[src/rtl/operand_arb.sv]
// Two-requester round-robin front end for a fixed-latency ALU: registers the winner's
// operands onto the operand mux, launches the ALU, waits ALU_LAT cycles and returns the result.
//
// state | meaning
// IDLE  | arbitrating; req_ready high for the winner only
// ISSUE | alu_start pulse, counter loaded ALU_LAT-1
// WAIT  | counting down ALU latency; result captured on the final edge
// RESP  | resp_valid to owner until its resp_ready handshake
module operand_arb #(
  parameter int ALU_LAT = 2
) (
  input  logic        clk,
  input  logic        rst_n,
  input  logic [1:0]  req_valid,
  output logic [1:0]  req_ready,
  input  logic [31:0] req0_data,
  input  logic [31:0] req1_data,
  input  logic [8:0]  req0_imm,
  input  logic [8:0]  req1_imm,
  input  logic        req0_use_imm,
  input  logic        req1_use_imm,
  output logic [31:0] mux_data1,
  output logic [8:0]  mux_data2,
  output logic        mux_sel,
  output logic        alu_start,
  input  logic [31:0] alu_result,
  output logic [1:0]  resp_valid,
  input  logic [1:0]  resp_ready,
  output logic [31:0] resp_data,
  output logic        busy
);

  typedef enum logic [1:0] {
    IDLE  = 2'd0,
    ISSUE = 2'd1,
    WAIT  = 2'd2,
    RESP  = 2'd3
  } state_t;

  localparam logic [3:0] CNT_INIT = 4'(ALU_LAT - 1);

  state_t      state_q, state_d;
  logic        ptr_q, ptr_d;
  logic        owner_q, owner_d;
  logic [3:0]  cnt_q, cnt_d;
  logic [31:0] mux_data1_q, mux_data1_d;
  logic [8:0]  mux_data2_q, mux_data2_d;
  logic        mux_sel_q, mux_sel_d;
  logic [31:0] resp_data_q, resp_data_d;

  logic        win;
  logic        accept;

  // Pointer only matters on a tie; a lone requester always wins.
  always_comb begin
    win = ~req_valid[0];
    if (req_valid == 2'b11) begin
      win = ptr_q;
    end
  end

  always_comb begin
    req_ready = 2'b00;
    if (state_q == IDLE && req_valid != 2'b00) begin
      req_ready = win ? 2'b10 : 2'b01;
    end
  end

  assign accept = |(req_valid & req_ready);

  always_comb begin
    state_d     = state_q;
    ptr_d       = ptr_q;
    owner_d     = owner_q;
    cnt_d       = cnt_q;
    mux_data1_d = mux_data1_q;
    mux_data2_d = mux_data2_q;
    mux_sel_d   = mux_sel_q;
    resp_data_d = resp_data_q;
    case (state_q)
      IDLE: begin
        if (accept) begin
          mux_data1_d = win ? req1_data    : req0_data;
          mux_data2_d = win ? req1_imm     : req0_imm;
          mux_sel_d   = win ? req1_use_imm : req0_use_imm;
          owner_d     = win;
          state_d     = ISSUE;
        end
      end
      ISSUE: begin
        cnt_d   = CNT_INIT;
        state_d = WAIT;
      end
      WAIT: begin
        if (cnt_q == 4'd0) begin
          resp_data_d = alu_result;
          state_d     = RESP;
        end else begin
          cnt_d = cnt_q - 4'd1;
        end
      end
      RESP: begin
        if (resp_ready[owner_q]) begin
          ptr_d   = ~owner_q;
          state_d = IDLE;
        end
      end
      default: state_d = IDLE;
    endcase
  end

  always_ff @(posedge clk or negedge rst_n) begin
    if (!rst_n) begin
      state_q     <= IDLE;
      ptr_q       <= 1'b0;
      owner_q     <= 1'b0;
      cnt_q       <= 4'd0;
      mux_data1_q <= 32'd0;
      mux_data2_q <= 9'd0;
      mux_sel_q   <= 1'b0;
      resp_data_q <= 32'd0;
    end else begin
      state_q     <= state_d;
      ptr_q       <= ptr_d;
      owner_q     <= owner_d;
      cnt_q       <= cnt_d;
      mux_data1_q <= mux_data1_d;
      mux_data2_q <= mux_data2_d;
      mux_sel_q   <= mux_sel_d;
      resp_data_q <= resp_data_d;
    end
  end

  // Decoded from the state flop so reset removes the strobe without waiting for a clock.
  assign alu_start  = (state_q == ISSUE);
  assign busy       = (state_q != IDLE);
  assign resp_valid = (state_q == RESP) ? (owner_q ? 2'b10 : 2'b01) : 2'b00;
  assign mux_data1  = mux_data1_q;
  assign mux_data2  = mux_data2_q;
  assign mux_sel    = mux_sel_q;
  assign resp_data  = resp_data_q;

endmodule

[config.mk]
export PLATFORM = sky130hd
export DESIGN_NAME = operand_arb
export DESIGN_NICKNAME = d
export VERILOG_FILES = /design/src/rtl/operand_arb.sv
export SDC_FILE = /design/constraint.sdc
export NUM_CORES = 1
export LEC_CHECK = 0
export BUFFER_PORTS_ARGS = -buffer_cell sky130_fd_sc_hd__buf_2
export CORE_ASPECT_RATIO = 2
export CORE_MARGIN = 2
export CORE_UTILIZATION = 49
export DETAILED_ROUTE_END_ITERATION = 8
export GPL_TIMING_DRIVEN = 1
export PLACE_DENSITY_LB_ADDON = 0.3
export SYNTH_ARGS = -nofsm -noshare
export SYNTH_HDL_FRONTEND = slang
export SYNTH_SLANG_ARGS = --single-unit
[constraint.sdc]
create_clock -name clk -period 2.7 [get_ports clk]
set_input_delay 0.27 -clock clk [delete_from_list [all_inputs] [get_ports clk]]
set_output_delay 0.27 -clock clk [all_outputs]
set_load 0.01 [all_outputs]
# Word-level counts from Yosys, hierarchy flattened

Cells that the tools add are included.

Register bits after elaboration: 82
Input bits: 122
Output and inout port bits: 80
Logic and storage cells: 49

Add/subtract/negate cells: 1
$lt $le $gt $ge: 1
Equality and inequality tests: 8
Mux-type cells: 16
Bitwise logic cells: 3
Reduce and logical (&&, ||, !) cells: 12

Operator list:

| operator              | number |
|---|---|
| $mux W32              | 1 |
| $mux W2               | 7 |
| $mux W9               | 1 |
| $ne A2 B2 Y1 const B  | 4 |
| $pmux W2 S4           | 1 |
| $pmux W4 S2           | 1 |
| $reduce_and A2 Y1     | 4 |
| $eq A2 B2 Y1 const B  | 3 |
| $reduce_bool A2 Y1    | 3 |
| $logic_not A4 Y1      | 1 |
| $mux W1               | 4 |
| $mux W4               | 1 |
| $sub A4 B1 Y4 const B | 1 |
| $reduce_and A3 Y1     | 1 |
| $and A2 B2 Y2         | 1 |
| $eq A2 B1 Y1 const B  | 1 |
| $logic_not A2 Y1      | 1 |
| $lt A1 B2 Y1 const B  | 1 |
| $not A1 Y1            | 2 |
| $reduce_or A2 Y1      | 1 |
| $logic_and A1 B1 Y1   | 1 |

# Longest topological paths before layout

Gate-level depths: netlist of the first run.

Depth in word-level cells: 8
Depth in mapped cells: 7
Depth with buffers taken out: 5

# Worst setup path after synthesis of the first run

No wires, ideal clock.

Path kind: register -> register
Start point: register state_q[0]
End point: register resp_data_q[10] (netlist: resp_data[10])
Setup time: 0.125 ns
Data arrival time: 1.559 ns
Setup slack: 1.016 ns
Cell stages (with the launch flop): 7
Buffers on the path: 2
Clock period less this slack: 1.684 ns
Path through: dfrtp_1 -> inv_1 -> ha_1 -> nor4bb_2 -> buf_6 -> buf_12 -> mux2_4

Longest elaborated chain between the ends: 2

RTL lines:

| element                     | line | source |
|---|---|---|
| start: declaration          | 42   | `state_t state_q, state_d;` |
| start signal: assignment    | 123  | `state_q <= state_d;` |
| $eq A2 B2 Y1                | 80   | `case (state_q)` |
| $reduce_and A2 Y1 (no line) | n/a  |  |
| end signal: assignment      | 130  | `resp_data_q <= resp_data_d;` |
| end: declaration            | 49   | `logic [31:0] resp_data_q, resp_data_d;` |

Every way passes these cells.
A chain may end at the register's enable or synchronous reset.

# Final worst setup path of the first run

Start point: register state_q[0]
End point: register resp_data_q[0] (netlist: resp_data[0])

The elaborated chain is that of the path after synthesis.

==> flow_summary.yaml, run 1 <==
power:
  p_switching_uw: 2100
  clkPwrFrac: 0.204
  combPwrFrac: 0.428
  peakVddDrop_uv: 522
  powerDensity_mw_per_mm2: 1150
  total_leakage_power_uw: 0.00272
  p_seq_frac: 0.368
  p_sw_frac: 0.354
  p_int_uw: 3830
timing:
  slew_headroom: 0.317
  finalSetupTns_ns: 0
  max_freq_ghz: 0.509
  tightest_slew_ns: 1.02
  fin_worst_skew_ns: 0.00661
  drv_slew: 0
  setup_viol: 0
  period_minus_slack_ns: 1.96
  period_share: 0.728
  hold_viol_final: 0
  rsz0062_at_grt: "no"
  setup_ws_ns: 0.736
final_layout:
  layout_commonest_cell: "buf_2"
  drive_gt1_frac: 0.509
  area_growth_pct: 35.0
  nets: 634
  fin_cells: 605
  fillers: 585
  final_cell_mix: "200 x buf_2, 82 x dfrtp_1, 48 x nand2_1"
  final_area_mm2: 0.00515
  insertedDiodeCount: 0
logic_synthesis:
  synth_compound_area_frac: 0.0830
  synth_adder_area_share: 0.0197
  netlist_area_mm2: 0.00382
  netlist-cell-type-count: 32
  ys_ff_latch: 82
  synth_top_family_by_area: "multiplexers"
  synth_nets: 436
  synth_edf_count: 0
  seq_area_frac_synth: 0.538
  async_flop_share: 1.00
  yosys.area_share.simple: 0.0662
  synth_top_area_cell: "dfrtp_1"
  syn-instance-count: 308
  synth_xor_area_frac: 0
  synth_top_area_share: 0.538
  muxShareOfSynthArea: 0.241
  ys.flop_type: "dfrtp_1"
  yosysWarnings: 0
  yosys-top-cells-area: "dfrtp_1 54%, mux2_4 11%, mux2i_1 11%"
  syn_avg_cell_area_um2: 12.4
setup_path:
  criticalPathCategory: "reg2reg"
  crit_path_end_kind: "flop"
  path_max_fanout: 32
  cpLargestDelayFamily: "buffers and inverters"
  worstPathCellList: "inv_1 > ha_1 > nor4bb_4 > buf_12 > mux2_2"
  cp.arrival_ns: 2.18
  worstPathRequired_ns: 2.91
  crit_slowest_cell: "dfrtp_1"
  cp_num_buf_inv: 2
  cpPeakStageDelay_ns: 0.40
  startpoint_type: "flop"
floorplan:
  die_w_um: 66.4
  start_util: 0.502
  num_rows: 45
  coreArea_mm2: 0.00760
  ios: 202
  die_height_um: 129
  dieArea_mm2: 0.00855
clocking:
  clockBufferDepth: 2
  cts_tree: "yes"
  clk_pin_slew_ns: 0.06
  ctsHoldBuffers: 0
  cts.sinks: 82
  cts_setup_buffers: 0
  cts_resized: 0
  numCtsBuffers: 9
  htreeDepth: 3
  cts_root_buf: "clkbuf_16"
  clock_latency_ns: 0.33
placed_design:
  gp_congestion: 0.782
  pre_cts_ws_ns: 0.748
  dp_hpwl_um: 6670
  postPlaceCellArea_mm2: 0.00485
  portBuffers: 201
  dp.cells: 589
drt:
  dr.pass1.iters: 4
  wl_per_cell_um: 14.3
  wirelength_um: 8630
  drc: 0
  ant_nets: 0
  vias_per_cell: 5.00
  num_vias: 3027
  drt_iter0_markers: 189
grt:
  grt_pass1_wl_um: 13300
  grt_pass1_vias: 2987
  antenna_found_initial: 0
  grt_max_degree: 83
  grtUsageTotal: 0.202
  grt_overflow: 0
outcome:
  status: "finished, final reports clean"
flow_run:
  maxCapViolCount: 0
worst_hold_path:
  min_path_type: "in2async"
## registers in the layout, indices dropped and copies added, names as in the netlist
register / cells
owner_q: 1
cnt_q: 4
resp_data: 32
mux_sel: 1
mux_data2: 9
mux_data1: 32
state_q: 2
ptr_q: 1
## kinds of logic (layout without fill, tap and decap cells)
family	after synthesis	count (layout)
flops	82	82
mux	77	77
compound gates	58	58
simple gates	58	58
buf+inv	27	230
fa+ha+maj	6	6
## path summary, 6_finish.rpt
path | startpoint | endpoint | slack (ns) | cells past startpoint
hold / removal | rst_n | mux_data2[7]$_DFFE_PN0P_ | 0.11 | 1
min in group clk | alu_result[13] | resp_data[13]$_DFFE_PN0P_ | 0.17 | 2
max in group asynchronous | rst_n | mux_data1[30]$_DFFE_PN0P_ | 1.98 | 1
setup reg to reg | state_q[0]$_DFFE_PN0P_ | resp_data[0]$_DFFE_PN0P_ | 0.74 | 5
setup / recovery | state_q[0]$_DFFE_PN0P_ | resp_data[0]$_DFFE_PN0P_ | 0.74 | 5
hold reg to reg | mux_data1[4]$_DFFE_PN0P_ | mux_data1[4]$_DFFE_PN0P_ | 0.47 | 2
## final cells by class
type	count	area [µm²]	share of cell area
Multi-Input combinational cell	199	1600	0.310
Clock buffer	9	225	0.0437
Timing Repair Buffer	205	1050	0.204
Clock inverter	7	76.3	0.0148
Sequential cell	82	2050	0.398
Inverter	9	33.8	0.00656
Tap cell	94	118	0.0228
## synth_stat cells (2+ instances only)
| cell | instances |
|---|---|
| dfrtp_1 | 82 |
| nand2_1 | 48 |
| o21ai_0 | 43 |
| mux2i_1 | 42 |
| mux2_4 | 28 |
| inv_1 | 9 |
| buf_2 | 6 |
| ha_1 | 6 |
| mux2_2 | 6 |
| o21ai_1 | 6 |
| buf_6 | 5 |
| buf_12 | 3 |
| a21o_1 | 2 |
| a21oi_1 | 2 |
| clkbuf_1 | 2 |
| nor2_1 | 2 |
## stage by stage
| step | power, µW | util | hold WS [ns] |
|---|---|---|---|
| finish | 5920 | 0.678 | 0.106 |
| global route | 6360 | 0.678 | 0.161 |
| CTS | 6000 | 0.678 | 0.140 |
| detailed placement | 4760 | 0.638 | 0.466 |
| global placement | 4650 | 0.638 | 0.458 |
| floorplan | 3820 | - | -0.0256 |
## layer usage
layer  GRT usage  vias up  wire length (µm)
met5           0        -                 0
met4      0.0900        0               193
met3      0.0472       16               631
met2       0.365      142              4630
met1       0.217     1414              3170
li1            -     1455                 -
## power by group through the flow
stage	clock (µW)	sequential (µW)	combinational, µW
4_1_cts	1230	2190	2580
3_5_place_dp	0	2190	2570
5_1_grt	1290	2260	2810
3_3_place_gp	0	2170	2480
2_1_floorplan	0	2430	1390
6_report	1210	2180	2530
(Power assumes the default switching activity.)
==> inputs of run 2 (changes only) <==
Settings changed: ABC_AREA set to 1, CORE_UTILIZATION 49 to 41.
Clock period 2.7 ns to 1.6 ns, I/O delays scaled along.
==> flow_summary.yaml, run 2 <==
setup_path:
  criticalPathCategory: "reg2out"
  rr_startpoint: "state_q[0]$_DFFE_PN0P_"
  startpoint_type: "flop"
  r2r_slack_ns: 0.13
  rr_worst_depth: 8
  r2r-end: "mux_data2[2]$_DFFE_PN0P_"
  path_max_fanout: 3
  worstPathRequired_ns: 1.44
  crit_path_end_kind: "output pin"
  cp.arrival_ns: 1.40
timing:
  setup_viol: 0
  slew_headroom: 0.691
  drv_slew: 0
  fin_worst_skew_ns: 0.00619
  rsz0062_at_grt: "yes"
  finalSetupTns_ns: 0
  period_share: 0.976
  hold-worst-slack_ns: 0.0630
  max_freq_ghz: 0.641
  period_minus_slack_ns: 1.56
  hold_viol_final: 0
  tightest_slew_ns: 0.463
logic_synthesis:
  syn_avg_cell_area_um2: 8.32
  netlist-cell-type-count: 22
  synth_adder_area_share: 0.0190
  yosys-top-cells-area: "dfrtp_1 52%, nand2_1 13%, inv_1 8.2%"
  synth_top_area_share: 0.518
  synth_compound_area_frac: 0.173
  synth_nets: 604
  async_flop_share: 1.00
  synth_top_area_cell: "dfrtp_1"
  ys_ff_latch: 82
  yosys.area_share.simple: 0.149
  ys.flop_type: "dfrtp_1"
  syn-instance-count: 476
  netlist_top_cells_count: "137 x nand2_1, 87 x inv_1, 82 x dfrtp_1, 56 x o21ai_0, 46 x o21ai_1"
  synth_xor_area_frac: 0.00221
  seq_area_frac_synth: 0.518
  muxShareOfSynthArea: 0
  synth_most_common_cell: "nand2_1"
  synth_top_family_by_area: "compound AO/OA/AOI/OAI gates"
  synth_edf_count: 0
  netlist_area_mm2: 0.00396
  yosysWarnings: 0
power:
  peakVddDrop_uv: 899
  combPwrFrac: 0.429
  total_leakage_power_uw: 0.00317
  p_total_uw: 10300
  p_seq_frac: 0.357
  powerDensity_mw_per_mm2: 1920
  p_sw_frac: 0.380
  p_int_uw: 6400
  clkPwrFrac: 0.214
  p_switching_uw: 3930
worst_hold_path:
  min_path_type: "in2reg"
  hold_end: "resp_data[0]$_DFFE_PN0P_"
  min_path_cells: 3
  hp-start: "alu_result[0]"
drt:
  drt_iter0_markers: 157
  vias_per_cell: 4.60
  num_vias: 3609
  ant_nets: 0
  wirelength_um: 9450
  wl_per_cell_um: 12.0
  dr.pass1.iters: 4
  drc: 0
grt:
  grt_max_degree: 72
  grt_overflow: 0
  grtUsageTotal: 0.176
  grt_pass1_wl_um: 14400
  antenna_found_initial: 1
  grt_pass1_vias: 3234
placed_design:
  dp_hpwl_um: 7320
  gp_congestion: 0.822
  portBuffers: 201
  postPlaceCellArea_mm2: 0.00499
  dp.cells: 763
floorplan:
  die_w_um: 73.5
  coreArea_mm2: 0.00938
  num_rows: 50
  die_height_um: 143
  ios: 202
  start_util: 0.422
  dieArea_mm2: 0.0105
clocking:
  cts.sinks: 82
  clock_latency_ns: 0.33
  cts_tree: "yes"
  clk_pin_slew_ns: 0.06
  htreeDepth: 3
  cts_root_buf: "clkbuf_16"
  numCtsBuffers: 9
  clockBufferDepth: 2
final_layout:
  final_area_mm2: 0.00537
  drive_gt1_frac: 0.382
  area_growth_pct: 35.7
  fillers: 849
  fin_cells: 785
  insertedDiodeCount: 0
  ff_latch_area_mm2: 0.00205
  multi_input_area_mm2: 0.00137
  nets: 804
  layout_commonest_cell: "buf_2"
  final_cell_mix: "200 x buf_2, 137 x nand2_1, 83 x inv_1"
flow_run:
  maxCapViolCount: 0
outcome:
  status: "finished, final reports clean"
## run 2: changes by cell type in the layout (fill, tap and decap cells not counted), moves of 5 or more
cell / previous run / this run
inv_1: 9 / 83
inv_2: 0 / 5
mux2_2: 6 / 0
mux2_4: 28 / 0
mux2i_1: 42 / 0
nand2_1: 48 / 137
nand3_1: 0 / 5
o21ai_0: 42 / 56
o21ai_1: 6 / 46
o21ai_2: 0 / 19
## run 2: stage by stage
step	util	setup slack, ns
floorplan	-	0.142
global placement	0.532	0.138
detailed placement	0.532	0.0841
CTS	0.570	0.0199
global route	0.573	-0.0337
finish	0.573	0.0392
## run 2: layout make-up
type	count	area share
sequential	82	0.382
multi-input combinational	281	0.255
timing repair buffer	214	0.216
inverter	88	0.0615
clock buffer	10	0.0445
tap	104	0.0242
clock inverter	6	0.0168
## run 2: kinds of logic after synthesis
| logic type | Yosys count |
|---|---|
| compound gates | 122 |
| xor+xnor | 1 |
| fa+ha+maj | 6 |
| buf+inv | 113 |
| flops | 82 |
| simple gates | 152 |
## run 2: layer usage
metal,wire [µm],vias to the layer above,GRT usage
li1,-,1877,-
met1,3630,1582,0.193
met2,4980,134,0.313
met3,644,14,0.0438
met4,179,2,0.0746
met5,16,-,0
## run 2: power by group through the flow
| stage | sequential [µW] | clock [µW] | combinational, µW |
|---|---|---|---|
| after CTS | 3690 | 2260 | 4420 |
| after global routing | 3830 | 2350 | 4990 |
| after floorplan | 4130 | 0 | 2390 |
| after global placement | 3680 | 0 | 4190 |
| after detailed placement | 3710 | 0 | 4360 |
| final | 3690 | 2210 | 4440 |
## run 2: worst max-delay path by stage
stage | cells past startpoint | endpoint | slack (ns) | startpoint
after floorplan | 9 | mux_data1[16]$_DFFE_PN0P_ | 0.14 | state_q[0]$_DFFE_PN0P_
after global placement | 8 | mux_data1[23]$_DFFE_PN0P_ | 0.14 | state_q[0]$_DFFE_PN0P_
after detailed placement | 7 | mux_data2[2]$_DFFE_PN0P_ | 0.08 | state_q[0]$_DFFE_PN0P_
after CTS | 7 | req_ready[1] | 0.02 | state_q[1]$_DFFE_PN0P_
after global routing | 7 | req_ready[1] | -0.03 | state_q[0]$_DFFE_PN0P_
final | 7 | req_ready[1] | 0.04 | state_q[0]$_DFFE_PN0P_
## run 2: worst max-delay path, cell delays in order, from the launching register on
cell and delay [ns]:
dfrtp_1 0.40, inv_2 0.07, ha_2 0.18, inv_2 0.05
a21oi_2 0.11, nand2_1 0.08, inv_1 0.06, buf_2 0.12
## run 2: what timing repair did
action                                 in CTS  in global routing
hold buffers                                1                  0
endpoints found under the hold margin      34                  0
setup endpoints to repair                   1                 20
gates resized for setup                     2                  5
pin swaps                                   0                  0
setup buffers                               3                  2
==> inputs of run 3 (changes only) <==
Settings changed: CORE_MARGIN 2 to unset.
==> flow_summary.yaml, run 3 (same netlist as run 2, synthesis figures left out) <==
worst_hold_path:
  min_path_type: "in2reg"
outcome:
  status: "finished, final reports clean"
floorplan:
  start_util: 0.422
  dieArea_mm2: 0.0101
  die_height_um: 141
  ios: 202
  num_rows: 50
  die_w_um: 71.5
  coreArea_mm2: 0.00938
timing:
  setup_viol: 0
  fin_worst_skew_ns: 0.00594
  tightest_slew_ns: 0.353
  max_freq_ghz: 0.655
  hold-worst-slack_ns: 0.0626
  period_share: 0.954
  hold_viol_final: 0
  period_minus_slack_ns: 1.53
  rsz0062_at_grt: "yes"
  drv_slew: 0
  slew_headroom: 0.762
drt:
  wl_per_cell_um: 12.0
  drt_iter0_markers: 145
  dr.pass1.iters: 4
  num_vias: 3640
  vias_per_cell: 4.64
  ant_nets: 0
  drc: 0
  wirelength_um: 9430
setup_path:
  cpLargestDelayFamily: "flip-flops"
  cp_num_buf_inv: 4
  cpPeakStageDelay_ns: 0.41
  cp.arrival_ns: 1.37
  criticalPathCategory: "reg2out"
  worstPathRequired_ns: 1.44
  startpoint_type: "flop"
  crit_path_end_kind: "output pin"
  worstPathCellList: "inv_2 > ha_4 > inv_2 > a21oi_2 > nand2_2 > inv_2 > buf_6"
  crit_slowest_cell: "dfrtp_1"
  worst_path_most_repeated_cell: "inv_2"
  path_max_fanout: 3
flow_run:
  maxCapViolCount: 0
grt:
  grt_pass1_vias: 3174
  grt_max_degree: 73
  grt_pass1_wl_um: 14300
  grt_overflow: 0
  grtUsageTotal: 0.180
  antenna_found_initial: 0
placed_design:
  dp_hpwl_um: 7080
  dp.cells: 763
  portBuffers: 201
  gp_congestion: 0.853
clocking:
  cts_root_buf: "clkbuf_16"
  htreeDepth: 3
  numCtsBuffers: 9
  clock_latency_ns: 0.33
  cts_tree: "yes"
  cts.sinks: 82
  clockBufferDepth: 2
  clk_pin_slew_ns: 0.06
power:
  peakVddDrop_uv: 1150
  total_leakage_power_uw: 0.00319
  p_total_uw: 10700
  powerDensity_mw_per_mm2: 1960
final_layout:
  fillers: 873
  layout_commonest_cell: "buf_2"
  nets: 804
  insertedDiodeCount: 0
  drive_gt1_frac: 0.383
  fin_cells: 785
  final_cell_mix: "199 x buf_2, 136 x nand2_1, 83 x inv_1"
  area_growth_pct: 37.6
[run 3: path summary, 6_finish.rpt]
path	start	to	slack, ns	depth (start not counted)
min	alu_result[25]	resp_data[25]$_DFFE_PN0P_	0.06	3
max	state_q[0]$_DFFE_PN0P_	req_ready[1]	0.07	7
min in group asynchronous	rst_n	resp_data[5]$_DFFE_PN0P_	0.18	2
max in group asynchronous	rst_n	mux_data2[6]$_DFFE_PN0P_	0.88	3
max reg2reg	state_q[0]$_DFFE_PN0P_	mux_data1[26]$_DFFE_PN0P_	0.13	9
min reg2reg	mux_data1[26]$_DFFE_PN0P_	mux_data1[26]$_DFFE_PN0P_	0.48	2
[run 3: where the power goes]
group          switching, µW  internal (µW)  total (µW)  leakage, µW
Combinational           2620           1910        4540      0.00202
Sequential               549           3130        3680     0.000998
Clock                    769           1720        2490     0.000180
Total                   3940           6760       10700      0.00319
[run 3: what timing repair did]
action                                 CTS  global route
gates cloned                             0             1
setup endpoints to repair                1            38
hold buffers                             1             0
pin swaps                                0             1
buffers inserted                         4             0
resized for setup                        4             6
endpoints found under the hold margin   82             0
[run 3: stage by stage]
stage	setup TNS, ns	worst slack (ns)	area [µm²]	utilization
floorplan	0	0.142	3960	-
global placement	0	0.147	4990	0.532
detailed placement	0	0.0629	4990	0.532
CTS	0	0.00109	5400	0.576
global route	-0.00793	-0.00793	5450	0.581
finish	0	0.0735	5450	0.581
[run 3: per-layer routing]
| metal | vias up | share of wire | global-route usage |
|---|---|---|---|
| li1 | 1868 | - | - |
| met1 | 1600 | 0.41 | 0.212 |
| met2 | 150 | 0.51 | 0.308 |
| met3 | 22 | 0.054 | 0.0407 |
| met4 | 0 | 0.028 | 0.0836 |
| met5 | - | 0 | 0 |
[run 3: area by class of cell]
type                    instances  area, µm²  share of cell area
clock inverters                 5        125              0.0230
multi-input cells             281       1390               0.254
flip-flops and latches         82       2050               0.377
well taps                     104        130              0.0239
inverters                      88        330              0.0606
clock buffers                  11        243              0.0446
repair buffers                214       1180               0.217
[run 3: worst reg2reg max path, delay by kind of cell (launching register included)]
kind / cells / cell delay, ns
adders and majority gates: 1 / 0.13
buffers and inverters: 5 / 0.54
DFF: 1 / 0.41
AOI/OAI and AO/OA: 2 / 0.18
and+or+nand+nor: 1 / 0.10
